--- src/rtl/ps2_host_tx.sv ---
// PS/2 host-to-device byte transmitter: inhibit, start, 8 data bits LSB first, odd parity, stop, then device ack.
// One command in flight: cmd_ready is low from accept until done; dat_oe follows a device clock fall within 3 cycles.
module ps2_host_tx #(
  parameter int INHIBIT_CYC = 6000,
  parameter int START_CYC   = 250,
  parameter int TIMEOUT_CYC = 750000
) (
  input  logic       clock,
  input  logic       resetn,
  input  logic [7:0] cmd_data,
  input  logic       cmd_valid,
  output logic       cmd_ready,
  input  logic       ps2_clk_in,
  input  logic       ps2_dat_in,
  output logic       ps2_clk_oe,
  output logic       ps2_dat_oe,
  output logic       tx_busy,
  output logic       done,
  output logic [1:0] err_code
);

  localparam int MAX_A   = (INHIBIT_CYC > START_CYC) ? INHIBIT_CYC : START_CYC;
  localparam int MAX_CYC = (MAX_A > TIMEOUT_CYC) ? MAX_A : TIMEOUT_CYC;
  localparam int CW      = $clog2(MAX_CYC) + 1;

  localparam logic [CW-1:0] INH_LAST   = CW'(INHIBIT_CYC - 1);
  localparam logic [CW-1:0] START_LAST = CW'(START_CYC - 1);
  localparam logic [CW-1:0] TO_LAST    = CW'(TIMEOUT_CYC - 1);

  localparam logic [1:0] ERR_OK   = 2'b00;
  localparam logic [1:0] ERR_TO   = 2'b01;
  localparam logic [1:0] ERR_NACK = 2'b10;

  typedef enum logic [2:0] {IDLE, INHIBIT, START, SHIFT, ACK, WAIT_IDLE} state_t;

  state_t        state;
  logic [7:0]    byte_r;
  logic          par;
  logic [CW-1:0] cnt;
  logic [3:0]    k;

  logic clk_meta, sync_clk, sync_clk_prev;
  logic dat_meta, sync_dat;
  logic fall, timeout, end_req;
  logic [1:0] end_code;

  // Idle-high reset values keep the edge detector quiet coming out of reset.
  always_ff @(posedge clock or negedge resetn) begin
    if (!resetn) begin
      clk_meta      <= 1'b1;
      sync_clk      <= 1'b1;
      sync_clk_prev <= 1'b1;
      dat_meta      <= 1'b1;
      sync_dat      <= 1'b1;
    end else begin
      clk_meta      <= ps2_clk_in;
      sync_clk      <= clk_meta;
      sync_clk_prev <= sync_clk;
      dat_meta      <= ps2_dat_in;
      sync_dat      <= dat_meta;
    end
  end

  assign fall    = sync_clk_prev & ~sync_clk;
  assign timeout = (cnt == TO_LAST);

  always_comb begin
    end_req  = 1'b0;
    end_code = ERR_OK;
    case (state)
      SHIFT: if (!fall && timeout) begin
        end_req  = 1'b1;
        end_code = ERR_TO;
      end
      ACK: begin
        if (fall && sync_dat) begin
          end_req  = 1'b1;
          end_code = ERR_NACK;
        end else if (!fall && timeout) begin
          end_req  = 1'b1;
          end_code = ERR_TO;
        end
      end
      WAIT_IDLE: begin
        if (sync_clk && sync_dat) begin
          end_req  = 1'b1;
          end_code = ERR_OK;
        end else if (timeout) begin
          end_req  = 1'b1;
          end_code = ERR_TO;
        end
      end
      default: ;
    endcase
  end

  always_ff @(posedge clock or negedge resetn) begin
    if (!resetn) begin
      state      <= IDLE;
      cmd_ready  <= 1'b1;
      ps2_clk_oe <= 1'b0;
      ps2_dat_oe <= 1'b0;
      tx_busy    <= 1'b0;
      done       <= 1'b0;
      err_code   <= ERR_OK;
      byte_r     <= '0;
      par        <= 1'b0;
      cnt        <= '0;
      k          <= '0;
    end else begin
      done <= 1'b0;
      case (state)
        IDLE: if (cmd_valid && cmd_ready) begin
          byte_r     <= cmd_data;
          par        <= ~^cmd_data;
          err_code   <= ERR_OK;
          cmd_ready  <= 1'b0;
          tx_busy    <= 1'b1;
          ps2_clk_oe <= 1'b1;
          ps2_dat_oe <= 1'b0;
          cnt        <= '0;
          state      <= INHIBIT;
        end
        INHIBIT: begin
          if (cnt == INH_LAST) begin
            cnt        <= '0;
            ps2_dat_oe <= 1'b1;
            state      <= START;
          end else begin
            cnt <= cnt + CW'(1);
          end
        end
        START: begin
          if (cnt == START_LAST) begin
            cnt        <= '0;
            k          <= '0;
            ps2_clk_oe <= 1'b0;
            state      <= SHIFT;
          end else begin
            cnt <= cnt + CW'(1);
          end
        end
        SHIFT: begin
          if (fall) begin
            cnt <= '0;
            k   <= k + 4'd1;
            if (k < 4'd8) begin
              ps2_dat_oe <= ~byte_r[k[2:0]];
            end else if (k == 4'd8) begin
              ps2_dat_oe <= ~par;
            end else begin
              ps2_dat_oe <= 1'b0;
              state      <= ACK;
            end
          end else begin
            cnt <= cnt + CW'(1);
          end
        end
        ACK: begin
          if (fall) begin
            cnt   <= '0;
            state <= WAIT_IDLE;
          end else begin
            cnt <= cnt + CW'(1);
          end
        end
        WAIT_IDLE: cnt <= cnt + CW'(1);
        default:   state <= IDLE;
      endcase
      // Every exit path shares one release-and-report sequence.
      if (end_req) begin
        state      <= IDLE;
        ps2_clk_oe <= 1'b0;
        ps2_dat_oe <= 1'b0;
        done       <= 1'b1;
        err_code   <= end_code;
        cmd_ready  <= 1'b1;
        tx_busy    <= 1'b0;
      end
    end
  end

endmodule
--- config.mk ---
export PLATFORM = sky130hd
export DESIGN_NAME = ps2_host_tx
export DESIGN_NICKNAME = d
export VERILOG_FILES = /design/src/rtl/ps2_host_tx.sv
export SDC_FILE = /design/constraint.sdc
export NUM_CORES = 1
export LEC_CHECK = 0
export BUFFER_PORTS_ARGS = -buffer_cell sky130_fd_sc_hd__buf_2
export CAP_MARGIN = 20
export CELL_PAD_IN_SITES_DETAIL_PLACEMENT = 1
export CELL_PAD_IN_SITES_GLOBAL_PLACEMENT = 2
export CORE_UTILIZATION = 41
export DETAILED_ROUTE_END_ITERATION = 8
export HOLD_SLACK_MARGIN = 0.06
export PLACE_DENSITY = 0.85
export SLEW_MARGIN = 20
export SYNTH_ARGS = -nofsm -noshare
export SYNTH_HDL_FRONTEND = slang
export SYNTH_SLANG_ARGS = --single-unit
--- constraint.sdc ---
create_clock -name clock -period 3.16 [get_ports clock]
set_input_delay 0.948 -clock clock [delete_from_list [all_inputs] [get_ports clock]]
set_output_delay 0.948 -clock clock [all_outputs]
set_load 0.02 [all_outputs]
Word level (Yosys, flattened, before mapping)
Index checks and enable logic that the tools add are counted.
W data, S select, Z words.
{"block": "classes", "addsub": 2, "order_cmp": 2, "n_eq_ne": 20, "n_mux": 48, "bitwise_logic": 4, "reduce_logical": 21}
{"operator": "$pmux W21 S5", "n": 1}
{"operator": "$mux W21", "n": 4}
{"operator": "$mux W3", "n": 8}
{"operator": "$mux W1", "n": 22}
{"operator": "$add A21 B1 Y21 const B", "n": 1}
{"operator": "$eq A21 B13 Y1 const B", "n": 1}
{"operator": "$eq A21 B20 Y1 const B", "n": 1}
{"operator": "$eq A21 B8 Y1 const B", "n": 1}
{"operator": "$ne A3 B3 Y1 const B", "n": 7}
{"operator": "$pmux W3 S6", "n": 1}
{"operator": "$mux W2", "n": 4}
{"operator": "$mux W4", "n": 2}
{"operator": "$ne A2 B2 Y1 const B", "n": 4}
{"operator": "$pmux W4 S2", "n": 1}
{"operator": "$reduce_and A8 Y1", "n": 1}
{"operator": "$reduce_xnor A8 Y1", "n": 1}
{"operator": "$eq A3 B2 Y1 const B", "n": 2}
{"operator": "$eq A3 B3 Y1 const B", "n": 2}
{"operator": "$pmux W1 S3", "n": 2}
{"operator": "$pmux W2 S3", "n": 1}
{"operator": "$reduce_and A2 Y1", "n": 3}
{"operator": "$reduce_and A3 Y1", "n": 2}
{"operator": "$reduce_bool A2 Y1", "n": 3}
{"operator": "$reduce_bool A5 Y1", "n": 1}
{"operator": "other kinds (16)", "n": 21}
{"block": "word_totals", "reg_bits": 49, "input_bits": 13, "elab_cells": 113}

Logic depth before layout (Yosys ltp)
{"block": "logic_depth", "ltp_word": 9, "ltp_mapped": 8, "mapped_depth_nobuf": 7}

Worst setup path before layout
No wires, ideal clock.
{"block": "synth_path", "path_type": "input to register", "start": "input cmd_valid", "end": "register cnt[15]", "setup_ps": 118, "arrival_ps": 2129, "required_ps": 3042, "setup_slack_ps": 913, "path_stages": 5, "path_buffers": 0, "path_cell_list": "a2111oi_0 a211oi_1 nand4_1 xor2_1 nor2_1"}
{"block": "synth_between", "elab_chain_len": 3}
{"item": "from (decl)", "line_no": "11", "text": "input logic cmd_valid,"}
{"item": "$logic_and A1 B1 Y1", "line_no": "113", "text": "IDLE: if (cmd_valid && cmd_ready) begin"}
{"item": "$ne A2 B2 Y1 (no source line)"}
{"item": "$reduce_and A2 Y1 (no source line)"}
{"item": "to (signal assigned)", "line_no": "130", "text": "cnt <= cnt + CW'(1);"}
{"item": "to (signal assigned)", "line_no": "140", "text": "cnt <= cnt + CW'(1);"}
{"item": "to (signal assigned)", "line_no": "156", "text": "cnt <= cnt + CW'(1);"}
{"item": "to (decl)", "line_no": "39", "text": "logic [CW-1:0] cnt;"}
Every way passes these cells.
A chain may end at the register's enable or synchronous reset.

Worst setup path in the final report
{"block": "layout_path", "start": "input cmd_valid", "end": "register cnt[10]"}
The elaborated chain is that of the path after synthesis.

==> reports/qor.yml <==
power_and_ir_drop:
  p_leak_nw: 1.41
  p_clk_frac: 0.371
  switchingPower_mw: 0.263
  power_density_nw_per_um2: 356
  switching_share: 0.245
  seq_power_share: 0.591
  vdd.ir_drop.worst_uv: 193
  p_comb_frac: 0.039
  p_int_mw: 0.811
sta:
  drv_slew: 0
  worst_slack_ns: 0.722
  worst_pin_slew_ns: 1.01
  slew_headroom: 0.309
  hold_ws_ns: 0.362
  finalCritPeriodShare: 0.771
  fin_worst_skew_ns: 0.00468
  min_period_ns: 2.44
  fin_setup_tns_ns: 0
  setup_violations: 0
  finalHoldViolCount: 0
  rsz0062_at_grt: "false"
  fmax_mhz: 410
setup_path:
  crit_arrival_ns: 2.67
  cp-end-kind: "flop"
  required_ns: 3.40
  cp-start-kind: "input port"
  crit_type: "input port to flop"
  path_max_fanout: 15
placed_design:
  post_dp_cell_area_sq_um: 2930
  post-place-ws_ns: 0.408
  portBuffers: 19
  gp_congestion: 0.817
  place_hpwl_microns: 4920
cells_and_area:
  nets: 329
  final_area_sq_um: 3020
  drive_gt1_frac: 0.169
  num_antenna_cells: 0
  syn2layout_area_growth_pct: 10.8
cts:
  cts_hold_buf: 0
  cts_sinks: 49
  cts_root_buf: "clkbuf_8"
  ctsResizeCount: 0
  insertion_delay_ns: 0.31
  htree_num_levels: 2
  numCtsBuffers: 5
  cts.reportedPaths.clkPinSlew_ns: 0.10
  cts_tree: "yes"
  cts_buffer_depth: 2
  cts_setup_buffers: 0
yosys:
  ys_seq_area_frac: 0.452
  ys_async_sr_fraction: 1.00
  yosys_warnings: 0
  ys_ff_latch: 49
  syn-num-nets: 306
  synthesis.area_sq_um: 2730
  synth_top_area_frac: 0.394
  netlist_top_cells_area: "dfrtp_1, nand2_1, dfstp_2, xor2_1, nor2_1"
  ys.flop_type: "dfrtp_1"
  post-synth-top-count-cell: "nand2_1"
  syn_inst: 289
  synthTopCellsByCount: "nand2_1, dfrtp_1, nor2_1, o21ai_0, xor2_1"
  synthesis.area_per_instance_sq_um: 9.44
  netlist.top_cell.by_area: "dfrtp_1"
  ys_types: 56
  synth_edf_count: 0
detailed_routing:
  drt-total-wl_microns: 6720
  wl_per_cell_microns: 17.2
  wl_met3_microns: 192
  dr_wl_met2_microns: 3100
  drt-met1-wl_microns: 3360
  first_pass_iters: 4
  top_layer_used: "met4"
  drt_iter0_markers: 81
  vias: 2255
  detail-route-antenna-nets: 0
  avgViaCountPerCell: 5.78
  drcViolationCount: 0
die:
  rows: 29
  start_util: 0.427
  die_height_microns: 83.6
  core_area_sq_um: 6390
  die_w_microns: 83.6
  ios: 20
  dieArea_sq_um: 6980
hold_path:
  hp-class: "flop to flop"
grt:
  overflow: 0
  first_global_vias: 2378
  grt_max_degree: 50
  track_usage: 0.215
  grt_pass1_wl_microns: 12100
  antenna_found_initial: 0
status:
  run_status: "complete, no violations"
flow_run:
  drv_cap: 0
-- critical path, cell delays in order --
cell	delay, ns
buf_2	0.10
a2111oi_0	0.89
a21o_1	0.28
nor4_4	0.05
buf_4	0.23
o21ai_0	0.17
-- flip-flops by register name, summed over array words and instances (netlist names) --
signal / flops
clk_meta: 1
dat_meta: 1
tx_busy: 1
sync_clk: 1
done: 1
ps2_clk_oe: 1
sync_clk_prev: 1
state: 3
err_code: 2
cnt: 21
k: 4
byte_r: 8
sync_dat: 1
par: 1
cmd_ready: 1
ps2_dat_oe: 1
-- cell families (layout without fill, tap and decap cells) --
kind of cell / Yosys count / after routing / synth area share
flip-flops: 49 / 49 / 0.452
XOR/XNOR: 19 / 19 / 0.0610
multiplexers: 3 / 3 / 0.0202
buffers and inverters: 19 / 43 / 0.0326
AO/OA/AOI/OAI: 52 / 52 / 0.132
adder cells (fa/ha/maj): 4 / 4 / 0.0183
AND/OR/NAND/NOR: 143 / 143 / 0.283
-- path summary, 6_finish.rpt --
kind,slack [ns],cells past startpoint,end,from
worst max-delay path,0.72,6,cnt[10],cmd_valid
min in group asynchronous,0.72,2,cnt[20],resetn
worst max register to register,0.84,5,cnt[10],state[2]
worst min-delay path,0.36,0,sync_clk,clk_meta
worst min register to register,0.36,0,sync_clk,clk_meta
max in group asynchronous,1.99,2,cnt[7],resetn
-- power by group through the flow --
stage | clock [mW] | combinational (mW) | sequential [mW]
floorplan | 0 | 0.0172 | 0.646
global placement | 0 | 0.0422 | 0.647
detailed placement | 0 | 0.0429 | 0.647
CTS | 0.410 | 0.0431 | 0.635
global route | 0.429 | 0.0480 | 0.636
finish | 0.398 | 0.0414 | 0.635
-- cell usage in the layout (no fill, tap or decap), drive strengths merged, types with 7 or more instances in the layout --
| cell | Yosys | layout |
|---|---|---|
| inv | 8 | 9 |
| o21ai | 12 | 12 |
| and3 | 7 | 7 |
| xor2 | 12 | 12 |
| buf | 4 | 27 |
| nand3 | 11 | 11 |
| nor4 | 7 | 7 |
| nor2 | 23 | 23 |
| nand4 | 9 | 9 |
| xnor2 | 7 | 7 |
| nand2 | 48 | 48 |
| dfrtp | 43 | 43 |
| a21oi | 11 | 11 |
| nand2b | 8 | 8 |
-- per-stage QoR --
stage	std cells	power, mW	util
final	390	1.07	0.473
after global routing	390	1.11	0.473
after global placement	382	0.689	0.458
after floorplan	289	0.663	-
after detailed placement	382	0.690	0.458
after CTS	390	1.09	0.473
-- layer usage --
layer / vias up / track usage
met2: 34 / 0.336
met4: 0 / 0.0524
li1: 1081 / -
met5: - / 0
met1: 1133 / 0.314
met3: 7 / 0.0346
-- area by class of cell --
| class | count | area [sq um] |
|---|---|---|
| Clock inverter | 3 | 26.3 |
| Tap cell | 77 | 96.3 |
| Fill cell | 754 | 3360 |
| Timing Repair Buffer | 27 | 155 |
| Multi-Input combinational cell | 221 | 1410 |
| Sequential cell | 49 | 1230 |
| Clock buffer | 5 | 68.8 |
| Inverter | 8 | 30.0 |
Power figures use the tool's default switching activity.
